### src/rtl/mcmem_wait_if.sv
// ============================================================================
// Module   : mcmem_wait_if
// Brief    : Request/ready memory bus between the multi-cycle CPU and mcmem_wait
// Revision : 1.0 - initial release
// ============================================================================
`default_nettype none

interface mcmem_wait_if;
    logic        req;
    logic        we;
    logic [3:0]  be;
    logic [31:0] addr;
    logic [31:0] datain;
    logic [31:0] dataout;
    logic        rdy;
    logic        busy;
    logic        err;

    modport master (
        output req, we, be, addr, datain,
        input  dataout, rdy, busy, err
    );

    modport slave (
        input  req, we, be, addr, datain,
        output dataout, rdy, busy, err
    );
endinterface

`default_nettype wire

### src/rtl/mcmem_wait.sv
// ============================================================================
// Module   : mcmem_wait
// Brief    : Single-port word memory with programmable wait states, a one-cycle
//            rdy pulse and out-of-range detection. Define MCMEM_BYTE_EN to
//            honour per-lane byte enables on writes.
// Revision : 1.0 - initial release
// ============================================================================
`default_nettype none

module mcmem_wait #(
    parameter int DEPTH_LOG2  = 6,
    parameter int WAIT_CYCLES = 2
) (
    input  wire logic   clk,
    input  wire logic   rst,
    mcmem_wait_if.slave bus
);

    localparam int DEPTH = 1 << DEPTH_LOG2;
    localparam int CNT_W = (WAIT_CYCLES > 1) ? $clog2(WAIT_CYCLES) : 1;
    localparam logic [CNT_W-1:0] CNT_LOAD = CNT_W'((WAIT_CYCLES > 0) ? WAIT_CYCLES - 1 : 0);

    typedef enum logic [1:0] {
        S_IDLE = 2'd0,
        S_WAIT = 2'd1,
        S_DONE = 2'd2
    } state_t;

    state_t            state_q, state_d;
    logic [CNT_W-1:0]  cnt_q, cnt_d;
    logic              we_q, we_d;
    logic [3:0]        be_q, be_d;
    logic [31:0]       addr_q, addr_d;
    logic [31:0]       data_q, data_d;
    logic [31:0]       dataout_q, dataout_d;
    logic              err_q, err_d;

    logic [31:0]       mem [DEPTH] = '{default: 32'h0};

    logic              w_access;
    logic              w_acc_we;
    logic [3:0]        w_acc_be;
    logic [31:0]       w_acc_addr;
    logic [31:0]       w_acc_data;
    logic [DEPTH_LOG2-1:0] w_idx;
    logic              w_oob;
    logic [3:0]        w_lane_en;

    // With zero wait states the access happens at the accept edge, so it must
    // see the bus values directly rather than the not-yet-latched copies.
    always_comb begin
        state_d    = state_q;
        cnt_d      = cnt_q;
        we_d       = we_q;
        be_d       = be_q;
        addr_d     = addr_q;
        data_d     = data_q;
        dataout_d  = dataout_q;
        err_d      = err_q;
        w_access   = 1'b0;
        w_acc_we   = we_q;
        w_acc_be   = be_q;
        w_acc_addr = addr_q;
        w_acc_data = data_q;

        case (state_q)
            S_IDLE: begin
                if (bus.req) begin
                    we_d   = bus.we;
                    be_d   = bus.be;
                    addr_d = bus.addr;
                    data_d = bus.datain;
                    if (WAIT_CYCLES == 0) begin
                        state_d    = S_DONE;
                        w_access   = 1'b1;
                        w_acc_we   = bus.we;
                        w_acc_be   = bus.be;
                        w_acc_addr = bus.addr;
                        w_acc_data = bus.datain;
                    end else begin
                        state_d = S_WAIT;
                        cnt_d   = CNT_LOAD;
                    end
                end
            end
            S_WAIT: begin
                if (cnt_q == '0) begin
                    state_d  = S_DONE;
                    w_access = 1'b1;
                end else begin
                    cnt_d = cnt_q - CNT_W'(1);
                end
            end
            S_DONE:  state_d = S_IDLE;
            default: state_d = S_IDLE;
        endcase

        w_idx = w_acc_addr[DEPTH_LOG2+1:2];
        w_oob = |w_acc_addr[31:DEPTH_LOG2+2];

        if (w_access) begin
            err_d = w_oob;
            if (w_oob) begin
                dataout_d = 32'h0;
            end else if (!w_acc_we) begin
                dataout_d = mem[w_idx];
            end
        end
    end

`ifdef MCMEM_BYTE_EN
    assign w_lane_en = w_acc_be;
`else
    assign w_lane_en = 4'hF;
`endif

    logic w_unused;
    assign w_unused = ^{w_acc_addr[1:0], w_acc_be};

    always_ff @(posedge clk) begin
        if (rst) begin
            state_q   <= S_IDLE;
            cnt_q     <= '0;
            we_q      <= 1'b0;
            be_q      <= 4'h0;
            addr_q    <= 32'h0;
            data_q    <= 32'h0;
            dataout_q <= 32'h0;
            err_q     <= 1'b0;
        end else begin
            state_q   <= state_d;
            cnt_q     <= cnt_d;
            we_q      <= we_d;
            be_q      <= be_d;
            addr_q    <= addr_d;
            data_q    <= data_d;
            dataout_q <= dataout_d;
            err_q     <= err_d;
        end
    end

    // The array is deliberately outside the reset domain; rst only blocks a write.
    always_ff @(posedge clk) begin
        if (!rst && w_access && w_acc_we && !w_oob) begin
            for (int i = 0; i < 4; i++) begin
                if (w_lane_en[i]) begin
                    mem[w_idx][8*i +: 8] <= w_acc_data[8*i +: 8];
                end
            end
        end
    end

    assign bus.dataout = dataout_q;
    assign bus.rdy     = (state_q == S_DONE);
    assign bus.busy    = (state_q != S_IDLE);
    assign bus.err     = err_q & (state_q == S_DONE);

endmodule

`default_nettype wire

### src/flat_wrapper.sv
// flat-port wrapper written by rule: the top's interface ports become plain ports
module mcmem_wait_flat 
#(
    parameter int DEPTH_LOG2  = 6,
    parameter int WAIT_CYCLES = 2
)
  (clk, rst, bus_req, bus_we, bus_be, bus_addr, bus_datain, bus_dataout, bus_rdy, bus_busy, bus_err);
  mcmem_wait_if bus_i ();
  input  wire logic clk;
  input  wire logic rst;
  input wire logic [$bits(bus_i.req)-1:0] bus_req;
  input wire logic [$bits(bus_i.we)-1:0] bus_we;
  input wire logic [$bits(bus_i.be)-1:0] bus_be;
  input wire logic [$bits(bus_i.addr)-1:0] bus_addr;
  input wire logic [$bits(bus_i.datain)-1:0] bus_datain;
  output wire logic [$bits(bus_i.dataout)-1:0] bus_dataout;
  output wire logic [$bits(bus_i.rdy)-1:0] bus_rdy;
  output wire logic [$bits(bus_i.busy)-1:0] bus_busy;
  output wire logic [$bits(bus_i.err)-1:0] bus_err;
  assign bus_i.req = bus_req;
  assign bus_i.we = bus_we;
  assign bus_i.be = bus_be;
  assign bus_i.addr = bus_addr;
  assign bus_i.datain = bus_datain;
  assign bus_dataout = bus_i.dataout;
  assign bus_rdy = bus_i.rdy;
  assign bus_busy = bus_i.busy;
  assign bus_err = bus_i.err;
  mcmem_wait #(.DEPTH_LOG2(DEPTH_LOG2), .WAIT_CYCLES(WAIT_CYCLES)) u_core (.clk(clk), .rst(rst), .bus(bus_i));
endmodule
### config.mk
export PLATFORM = sky130hd
export DESIGN_NAME = mcmem_wait_flat
export DESIGN_NICKNAME = d
export VERILOG_FILES = /design/src/rtl/mcmem_wait_if.sv /design/src/rtl/mcmem_wait.sv /design/src/flat_wrapper.sv
export SDC_FILE = /design/constraint.sdc
export NUM_CORES = 2
export LEC_CHECK = 0
export ABC_CLOCK_PERIOD_IN_PS = 4970
export CAP_MARGIN = 30
export CORE_MARGIN = 3
export CORE_UTILIZATION = 55
export DETAILED_ROUTE_END_ITERATION = 16
export PLACE_DENSITY_LB_ADDON = 0.12
export REMOVE_ABC_BUFFERS = 1
export SYNTH_ARGS = -nofsm -noshare
export SYNTH_HDL_FRONTEND = slang
export SYNTH_SLANG_ARGS = --single-unit
### constraint.sdc
create_clock -name clk -period 4.97 [get_ports clk]
set_input_delay 0.7455 -clock clk [delete_from_list [all_inputs] [get_ports clk]]
set_output_delay 0.7455 -clock clk [all_outputs]
set_load 0.005 [all_outputs]
==> impl_metrics.ini <==
[sta]
fin_crit_sh_pct = 73.8
rsz0062_at_grt = no
slew_violations = 0
worst_slew_pin_slew_ns = 1.03
setup_viol = 0
layout_min_cycle_time_ns = 3.67
skew_ns = 0.0269
slew_headroom_pct = 31.0
fin_ws_ns = 1.30
final_hold_viol_count = 0
hold_slack_ns = 0.139
max_freq_mhz = 273

[placement]
io_buffers = 100
hpwl_mm = 109
placed_cell_area_um2 = 85800
place.gp.congestion = 0.833
dp_cells = 5659
dp_slack_ns = 1.17

[logic_synthesis]
synth_flop_cell = edfxtp_1
synth_area_um2 = 81100
ys_types = 50
synth_seq_cells = 2153
yosys_warnings = 0
avgSynthCellArea_um2 = 22.0
synth_edf_count = 2048
yosysSeqAreaShare_pct = 78.4
syn_inst = 3694
async_flop_share_pct = 0

[route]
dr.pass1.iters = 6
drt.antenna.violating_nets = 0
routed_wirelength_mm = 195
num_vias = 39200
wl_per_cell_um = 32.3
drt-initial-drc-count = 4808
vias_per_cell = 6.47
drc_errors = 0

[power_and_ir_drop]
switching_share_pct = 20.7
seqPwrFrac_pct = 53.9
cell_internal_pwr_mw = 29.5
pwr-share-comb_pct = 4.9
pwr_density_cell_nw_per_um2 = 401
netSwitchingPower_mw = 7.68
peakVddDrop_mv = 0.344
clkPwrFrac_pct = 41.2
power_leakage_nw = 29.3

[clocking]
cts_resized = 0
cts_tree = done
clk_latency_ns = 0.82
clock-root-buffer = clkbuf_16
cts_hold_buf = 0
cts_sinks = 2153
cts_max_level = 4
clockBufferDepth = 3
clk_pin_slew_ns = 0.06
numCtsBuffers = 207
cts_setup_buffers = 0

[global_routing]
grt_first_pass_wirelength_mm = 282
grt_use_met1_pct = 36.8
met3_usage_pct = 5.26
grt_usage_pct = 26.1
antenna_found_initial = 9
met2_usage_pct = 42.3
grt_max_degree = 89
grt_pass1_vias = 40600
busiest_layer = met2
overflow = 0

[critical_path]
endpoint_kind = flop
crit_chain = nor4_2, nand4_2, nor4_1, buf_4, nand2_1, nor2_4, buf_4
critPathArrivalTime_ns = 4.15
cp_slowest_cell = nor2_4
worstPathRequired_ns = 5.46
cpLargestDelayFamily = simple AND/OR/NAND/NOR gates
path_buf_inv = 2
start_kind = flop
cp_slowest_stage_delay_ns = 0.91
cpMostUsedCell = buf_4
path_max_fanout = 15
critical_path_class = flop to flop

[worst_hold_path]
min_path_type = input port to flop

[floorplan]
die_area_um2 = 152000
die_h_um = 390
start_util_pct = 55.5
io_pins = 107
core_um2 = 146000
row_count = 140
dieWidth_um = 390

[finish]
drive_above_1_share_pct = 26.6
layout.nets = 4028
antennaDiodeCount = 0
instances_no_fill = 6051
syn2layout_area_growth_pct = 14.1
fin_area_um2 = 92600

[status]
status = finished clean

[run]
drv_cap = 0
==> sequential cells by signal, indices dropped and copies added, names as in the netlist, named ones only <==
name / cells
u_core.addr_q: 30
u_core.mem: 2048
u_core.w_acc_we: 1
u_core.state_q: 2
u_core.bus.dataout: 32
u_core.data_q: 32
u_core.cnt_q: 1
u_core.err_q: 1
==> logic make-up (layout without fill, tap and decap cells) <==
logic type	after synthesis	count (layout)	share of synthesized area (%)
DFF	2153	2153	78.4
muxes	572	572	14.6
AOI/OAI and AO/OA	384	384	3.57
and+or+nand+nor	367	367	2.10
buffers and inverters	218	658	1.32
==> placed cells by master (no fill, tap or decap), drive strengths merged, types with 11 or more instances in the layout <==
cell type      instances
mux2i                 72
nor2                  77
mux2                  11
buf                  170
nor3                  31
nand3                 46
a21oi                 64
a211oi                29
dfxtp                105
a22o                  48
nor2b                 13
o22ai                 33
nand2                149
clkdlybuf4s50         99
mux4                 489
a32o                  32
clkbuf               276
a31oi                 26
clkinv                82
a22oi                136
edfxtp              2048
bufinv                18
==> layout make-up <==
type	instances	area, um2
clock buffer	276	5590
clock inverter	111	1060
timing repair buffer	269	2870
inverter	2	7.51
sequential	2153	63700
fill	9668	53500
multi-input combinational	1323	17000
tap	1917	2400
==> per-stage QoR <==
| step | total power [mW] | utilization [%] | setup TNS [ns] |
|---|---|---|---|
| 6_report | 37.2 | 63.4 | 0 |
| 5_1_grt | 38.3 | 63.4 | 0 |
| 4_1_cts | 37.4 | 63.3 | 0 |
| 3_5_place_dp | 22.2 | 58.8 | 0 |
| 3_3_place_gp | 22.2 | 58.5 | 0 |
| 2_1_floorplan | 22.4 | - | -573.62 |
==> power by group through the flow <==
stage	clock network (mW)	logic [mW]	registers, mW
floorplan	0	1.65	20.7
global placement	0	1.64	20.5
detailed placement	0	1.80	20.4
CTS	15.5	1.80	20.1
global route	16.3	1.94	20.0
finish	15.3	1.81	20.0
==> cell usage after synthesis (10+ instances only) <==
library cell	n	area share [%]
a211oi_2	20	0.31
a21oi_1	64	0.39
a22o_1	48	0.52
a22oi_1	136	1.3
a31oi_1	26	0.20
a32o_1	32	0.39
buf_1	20	0.093
buf_2	53	0.33
buf_4	19	0.18
buf_6	15	0.21
clkbuf_1	109	0.50
dfxtp_1	105	2.6
edfxtp_1	2048	76
mux2_2	10	0.14
mux2i_1	72	0.89
mux4_2	489	14
nand2_1	149	0.69
nand3_1	46	0.28
nor2_1	76	0.35
nor2b_1	13	0.10
nor3_1	31	0.19
o22ai_1	33	0.25
==> final timing paths <==
kind / end / startpoint / cells after the start / slack (ns)
worst min-delay path: u_core.data_q[10] / rst / 2 / 0.14
worst max register to register: u_core.mem[4][5] / u_core.addr_q[26] / 7 / 1.30
worst max-delay path: u_core.mem[4][5] / u_core.addr_q[26] / 7 / 1.30
worst min register to register: u_core.addr_q[12] / u_core.addr_q[12] / 2 / 0.47
==> per-layer routing <==
metal,vias up,part of all wire (%)
li1,16200,-
met1,20900,39
met2,1764,50
met3,303,8.4
met4,0,2.5
met5,-,0
(Power assumes the default switching activity.)
